[config.mk]
export PLATFORM = sky130hd
export DESIGN_NAME = reduction_pipe
export DESIGN_NICKNAME = d
export VERILOG_FILES = /design/src/rtl/reduction_pipe.sv
export SDC_FILE = /design/constraint.sdc
export NUM_CORES = 1
export LEC_CHECK = 0
export BUFFER_PORTS_ARGS = -buffer_cell sky130_fd_sc_hd__clkbuf_2
export CAP_MARGIN = 20
export CORE_MARGIN = 1
export CORE_UTILIZATION = 38
export CTS_CLUSTER_SIZE = 30
export DETAILED_ROUTE_END_ITERATION = 16
export PLACE_DENSITY = 0.57
export SLEW_MARGIN = 20
export SYNTH_ARGS = -nofsm -noshare
export SYNTH_HDL_FRONTEND = slang
export SYNTH_SLANG_ARGS = --single-unit
[constraint.sdc]
create_clock -name clk -period 3.7 [get_ports clk]
set_input_delay 0.185 -clock clk [delete_from_list [all_inputs] [get_ports clk]]
set_output_delay 0.185 -clock clk [all_outputs]
set_load 0.005 [all_outputs]
[src/rtl/reduction_pipe.sv]
// Two-stage lane-sum reduction with a saturating running accumulator; one beat per cycle.
// Latency 2 cycles; with out_ready low it holds two beats, then in_ready drops.
module reduction_pipe #(
    parameter int DATA_W = 16,
    parameter int LANE_W = 4,
    parameter int OUT_W  = 16
) (
    input  logic              clk,
    input  logic              rst,
    input  logic              in_valid,
    output logic              in_ready,
    input  logic [DATA_W-1:0] a,
    input  logic [DATA_W-1:0] b,
    input  logic              signed_mode,
    input  logic              accum,
    output logic              out_valid,
    input  logic              out_ready,
    output logic [OUT_W-1:0]  out,
    output logic              out_ovf
);
    localparam int NLANE = DATA_W / LANE_W;
    // One spare bit so an unsigned sum of all lanes still reads as non-negative.
    localparam int SUM_W = LANE_W + $clog2(2 * NLANE) + 1;
    localparam int RAW_W = OUT_W + 2;

    localparam logic signed [RAW_W-1:0] U_MAX = {2'b00, {OUT_W{1'b1}}};
    localparam logic signed [RAW_W-1:0] S_MAX = {3'b000, {(OUT_W-1){1'b1}}};
    localparam logic signed [RAW_W-1:0] S_MIN = {3'b111, {(OUT_W-1){1'b0}}};

    typedef struct packed {
        logic [SUM_W-1:0] sum;
        logic             signedMode;
        logic             accum;
    } stage1_t;

    stage1_t                  s1;
    logic                     s1Valid;
    logic [OUT_W-1:0]         acc;
    logic [SUM_W-1:0]         beatSum;
    logic                     outAdv;
    logic signed [RAW_W-1:0]  accExt;
    logic signed [RAW_W-1:0]  sumExt;
    logic signed [RAW_W-1:0]  raw;
    logic [OUT_W-1:0]         result;
    logic                     resultOvf;

    function automatic logic [SUM_W-1:0] extLane(input logic [LANE_W-1:0] lane, input logic sgn);
        return {{(SUM_W-LANE_W){lane[LANE_W-1] & sgn}}, lane};
    endfunction

    always_comb begin
        beatSum = '0;
        for (int i = 0; i < NLANE; i++) begin
            beatSum = beatSum + extLane(a[i*LANE_W +: LANE_W], signed_mode)
                              + extLane(b[i*LANE_W +: LANE_W], signed_mode);
        end
    end

    assign outAdv   = s1Valid && (!out_valid || out_ready);
    assign in_ready = !s1Valid || outAdv;

    // The held accumulator is reinterpreted in the signedness of the beat now leaving stage 1.
    always_comb begin
        accExt = '0;
        if (s1.accum) begin
            accExt = {{2{s1.signedMode & acc[OUT_W-1]}}, acc};
        end
        sumExt = {{(RAW_W-SUM_W){s1.sum[SUM_W-1]}}, s1.sum};
        raw    = accExt + sumExt;

        result    = raw[OUT_W-1:0];
        resultOvf = 1'b0;
        if (s1.signedMode) begin
            if (raw > S_MAX) begin
                result    = S_MAX[OUT_W-1:0];
                resultOvf = 1'b1;
            end else if (raw < S_MIN) begin
                result    = S_MIN[OUT_W-1:0];
                resultOvf = 1'b1;
            end
        end else begin
            if (raw[RAW_W-1]) begin
                result    = '0;
                resultOvf = 1'b1;
            end else if (raw > U_MAX) begin
                result    = U_MAX[OUT_W-1:0];
                resultOvf = 1'b1;
            end
        end
    end

    always_ff @(posedge clk or posedge rst) begin
        if (rst) begin
            s1Valid   <= 1'b0;
            s1        <= '0;
            acc       <= '0;
            out       <= '0;
            out_ovf   <= 1'b0;
            out_valid <= 1'b0;
        end else begin
            if (in_ready) begin
                s1Valid <= in_valid;
            end
            if (in_valid && in_ready) begin
                s1 <= '{sum: beatSum, signedMode: signed_mode, accum: accum};
            end
            if (outAdv) begin
                acc       <= result;
                out       <= result;
                out_ovf   <= resultOvf;
                out_valid <= 1'b1;
            end else if (out_ready) begin
                out_valid <= 1'b0;
            end
        end
    end
endmodule

==> summary.log <==
INFO  run_status     run_status=finished, final reports clean
INFO  cells_and_area layout.core_utilization=46.2%
INFO  floorplan      die_outline_area=0.00910mm²
INFO  cells_and_area drive_above_1_share=22.8%
INFO  global_route   gr-total-overflow=0
INFO  worst_setup_path max_stage_delay=0.59ns
INFO  power          total_leakage_power=1.87nW
INFO  synthesis      simple_gate_share_of_the_synthesized_area=15.0%
INFO  synthesis      post_synth_inst_count=349
INFO  detailed_routing total_number_of_vias=2591
INFO  timing         post_route_skew=0.0105ns
INFO  global_route   largest_net_degree_at_the_start_of_global_routing=30
INFO  clock_tree     tritoncts_clock_tree=yes
INFO  hold_path      hold_depth=2
INFO  timing         report.final.slew_viol_count=0
INFO  clock_tree     maximum_number_of_buffers_from_clock_root_to_sink=2
INFO  detailed_routing drt-pass1-iter-count=4
INFO  synthesis      synthFlopType=sky130_fd_sc_hd__dfrtp_1
INFO  job            drv_cap=0
INFO  power          p_total=3.46mW
INFO  cells_and_area syn_to_final_growth=16.2%
INFO  synthesis      post_synth_xor_area_fraction=5.29%
INFO  floorplan      rows=33
INFO  synthesis      synth_compound_gate_area_share=19.0%
INFO  placed_design  postPlaceCellArea=0.00375mm²
INFO  clock_tree     numClockSinks=29
INFO  global_route   grt.met1_usage=21.6%
INFO  worst_setup_path required_time_at_the_worst_slack_endpoint=3.85ns
INFO  timing         rsz0062_at_grt=false
INFO  synthesis      post-synth-top-count-cell=sky130_fd_sc_hd__inv_1
INFO  clock_tree     cts_setup_buffers=0
INFO  synthesis      post_synth.cell_area_avg=9.49µm²
INFO  synthesis      synth_fa_ha_area_share=30.0%
INFO  timing         slew_headroom=49.6%
INFO  cells_and_area antenna_cells=0
INFO  timing         finalHoldViolations=0
INFO  detailed_routing dr.first_iter.drc_count=110
INFO  placed_design  placedCellCount=512
INFO  power          power.density_cell_area=900mW/mm²
INFO  timing         fin_crit=3.43ns
INFO  clock_tree     cts_max_level=2
INFO  synthesis      synth_enable_flop_cells=0
INFO  synthesis      synth.yosys.seq_area_share=21.9%
INFO  timing         final.setup.tns=0ns
INFO  clock_tree     cts.root.buffer_cell=sky130_fd_sc_hd__clkbuf_8
INFO  global_route   met3_usage=2.87%
INFO  synthesis      synth_largest_area_cell=sky130_fd_sc_hd__dfrtp_1
INFO  timing         final_min_period_over_clock_period=92.7%
INFO  clock_tree     clk-insertion-delay-late=0.29ns
INFO  global_route   grt_pass1_wl=10.9mm
INFO  worst_setup_path rr_worst_depth=12
INFO  global_route   globalRouteTotalUtil=15.1%
INFO  timing         max_freq=0.292GHz
INFO  worst_setup_path cp_slowest_cell=sky130_fd_sc_hd__fa_1
INFO  placed_design  gp_congestion=0.788
INFO  floorplan      chipWidth=95.4µm
INFO  synthesis      synth.lib_cells_used.distinct=47
INFO  cells_and_area post-route-cell-area=0.00385mm²
INFO  worst_setup_path worst_setup_path_category=in2reg
INFO  clock_tree     cts-buffers-inserted=5
INFO  synthesis      async_flop_share=100%
INFO  worst_setup_path critical_path.startpoint_type=input port
INFO  floorplan      fp.dieH=95.4µm
INFO  detailed_routing wl_per_cell=12.4µm
INFO  placed_design  buffer_ports.inserted=56
INFO  synthesis      yosys_register_bits=29
INFO  timing         pin_slew_with_the_least_headroom_to_its_limit=0.756ns
INFO  cells_and_area final_nets=512
INFO  synthesis      most_frequent_cells_after_synthesis=43 x sky130_fd_sc_hd__inv_1, 34 x sky130_fd_sc_hd__fa_1, 29 x sky130_fd_sc_hd__dfrtp_1
INFO  hold_path      hold_class=in2reg
INFO  global_route   number_of_antenna_violations_at_the_first_check_in_global_routing=0
INFO  synthesis      syn_area=0.00331mm²
INFO  timing         setup-violations-final=0
INFO  cells_and_area instances_no_fill=521
INFO  worst_setup_path cp_cell_sequence=clkbuf_2 -> and2_1 -> fa_1 -> inv_1 -> fa_1 -> inv_1 -> fa_1 -> fa_1 -> ha_1 -> a21o_1 -> a21oi_1 -> xnor2_1 -> o21ai_0
INFO  worst_setup_path worst_ep_arrival_time=3.58ns
INFO  floorplan      placeableCoreArea=0.00834mm²
INFO  worst_setup_path reg2reg_slack=0.30ns
INFO  synthesis      ys_warn_count=0
INFO  detailed_routing detail_route.drc_violations=0
INFO  placed_design  detailed_place_hpwl=5.34mm
INFO  global_route   groute.layer.met2.usage=23.9%
INFO  worst_setup_path worst-path-max-fanout=7
INFO  detailed_routing final_antenna_net_count=0
INFO  floorplan      io_pins=57
INFO  floorplan      start_util=39.7%
INFO  worst_setup_path cp_common_cell=sky130_fd_sc_hd__fa_1
INFO  synthesis      synth.area.mux_share=2.79%
INFO  synthesis      synth_top_cells_by_area=sky130_fd_sc_hd__dfrtp_1 22%, sky130_fd_sc_hd__fa_1 21%, sky130_fd_sc_hd__ha_1 9.4%
INFO  synthesis      synth.net_count=446
INFO  global_route   gr-max-usage-layer=met2
INFO  detailed_routing wl=6.47mm
INFO  power          ir_worst_vdd=319µV
INFO  global_route   grt_pass1_vias=2409
INFO  synthesis      netlist.area_leader.share=21.9%
INFO  detailed_routing vias_per_cell=4.97
INFO  clock_tree     cts.clk_slew.worst_paths=0.07ns
INFO  synthesis      synth_top_family_by_area=adder cells
INFO  cells_and_area n_fill_cell=835
INFO  worst_setup_path cp-end-kind=flip-flop
## final cells by class
cell class / count / area, µm² / share of cell area [%]
inverter: 43 / 161 / 4.19
timing repair buffer: 66 / 358 / 9.29
multi-input combinational: 270 / 2390 / 62.1
tap: 105 / 131 / 3.41
sequential: 29 / 726 / 18.8
clock inverter: 2 / 10.0 / 0.260
clock buffer: 6 / 72.6 / 1.88
## timing repair
action | in CTS | in global routing
endpoints found under the hold margin | 29 | 0
endpoints found under the setup margin | 0 | 15
hold buffers | 1 | 0
gates resized for setup | 0 | 1
## cell usage in the layout (no fill, tap or decap), types with 2 or more instances in the layout
cell type                  synthesis  final
sky130_fd_sc_hd__a21o_1            9      9
sky130_fd_sc_hd__a21oi_1          27     26
sky130_fd_sc_hd__a21oi_2           3      4
sky130_fd_sc_hd__a31oi_1           2      2
sky130_fd_sc_hd__and2_1           22     22
sky130_fd_sc_hd__and3_1            3      3
sky130_fd_sc_hd__buf_4             3      9
sky130_fd_sc_hd__clkbuf_2          0     56
sky130_fd_sc_hd__clkbuf_8          0      5
sky130_fd_sc_hd__clkinv_2          0      2
sky130_fd_sc_hd__dfrtp_1          29     29
sky130_fd_sc_hd__fa_1             34     34
sky130_fd_sc_hd__ha_1             25     25
sky130_fd_sc_hd__inv_1            43     43
sky130_fd_sc_hd__mux2_2            7      7
sky130_fd_sc_hd__nand2_1          18     18
sky130_fd_sc_hd__nand2b_1          6      6
sky130_fd_sc_hd__nand3_1           6      6
sky130_fd_sc_hd__nor2_1           26     26
sky130_fd_sc_hd__nor2b_1           4      4
sky130_fd_sc_hd__nor3_1            5      5
sky130_fd_sc_hd__o21a_1            2      2
sky130_fd_sc_hd__o21ai_0          22     22
sky130_fd_sc_hd__o21ai_1           4      4
sky130_fd_sc_hd__o31ai_1           2      2
sky130_fd_sc_hd__o41ai_4           2      2
sky130_fd_sc_hd__xnor2_1          14     14
sky130_fd_sc_hd__xor2_1            6      6
## power breakdown
part | switching, mW | total (mW) | leakage [nW] | internal (mW)
Clock | 0.137 | 0.267 | 0.0450 | 0.130
Combinational | 1.38 | 2.60 | 1.50 | 1.23
Sequential | 0.127 | 0.597 | 0.332 | 0.470
Total | 1.64 | 3.46 | 1.87 | 1.83
## final timing paths
check	from	to
max in group asynchronous	rst	acc[6]
hold / removal	in_valid	s1Valid
min in group asynchronous	rst	acc[15]
hold reg to reg	s1Valid	out_valid
setup / recovery	signed_mode	s1[9]
setup reg to reg	s1[0]	acc[14]
## logic make-up (layout without fill, tap and decap cells)
| group | after synthesis | count (layout) |
|---|---|---|
| AO/OA/AOI/OAI | 86 | 86 |
| XOR/XNOR | 20 | 20 |
| flip-flops | 29 | 29 |
| adder cells (fa/ha/maj) | 59 | 59 |
| AND/OR/NAND/NOR | 97 | 97 |
| multiplexers | 8 | 8 |
| buffers and inverters | 50 | 117 |
## stage by stage
stage / worst slack [ns] / hold slack, ns
finish: 0.270 / 0.102
global placement: -0.0154 / 0.267
global route: 0.0148 / 0.102
floorplan: 0.155 / 0.263
CTS: 0.229 / 0.100
detailed placement: -0.0656 / 0.271
## critical path, delay by kind of cell
family | cells | cell delay, ns
XOR/XNOR | 1 | 0.13
adder cells (fa/ha/maj) | 5 | 2.43
AND/OR/NAND/NOR | 1 | 0.17
buffers and inverters | 3 | 0.28
AO/OA/AOI/OAI | 3 | 0.40
## state kept, by name, summed over array words and instances (netlist names)
signal	cells
out_valid	1
s1Valid	1
acc	16
out_ovf	1
s1	10
## metal layers
layer	wire length [µm]	up-vias	share of wire [%]
li1	-	1314	-
met1	3150	1226	49
met2	3070	47	47
met3	225	4	3.5
met4	27	0	0.42
met5	0	-	0
No activity file was read; power rests on OpenSTA's default activity.
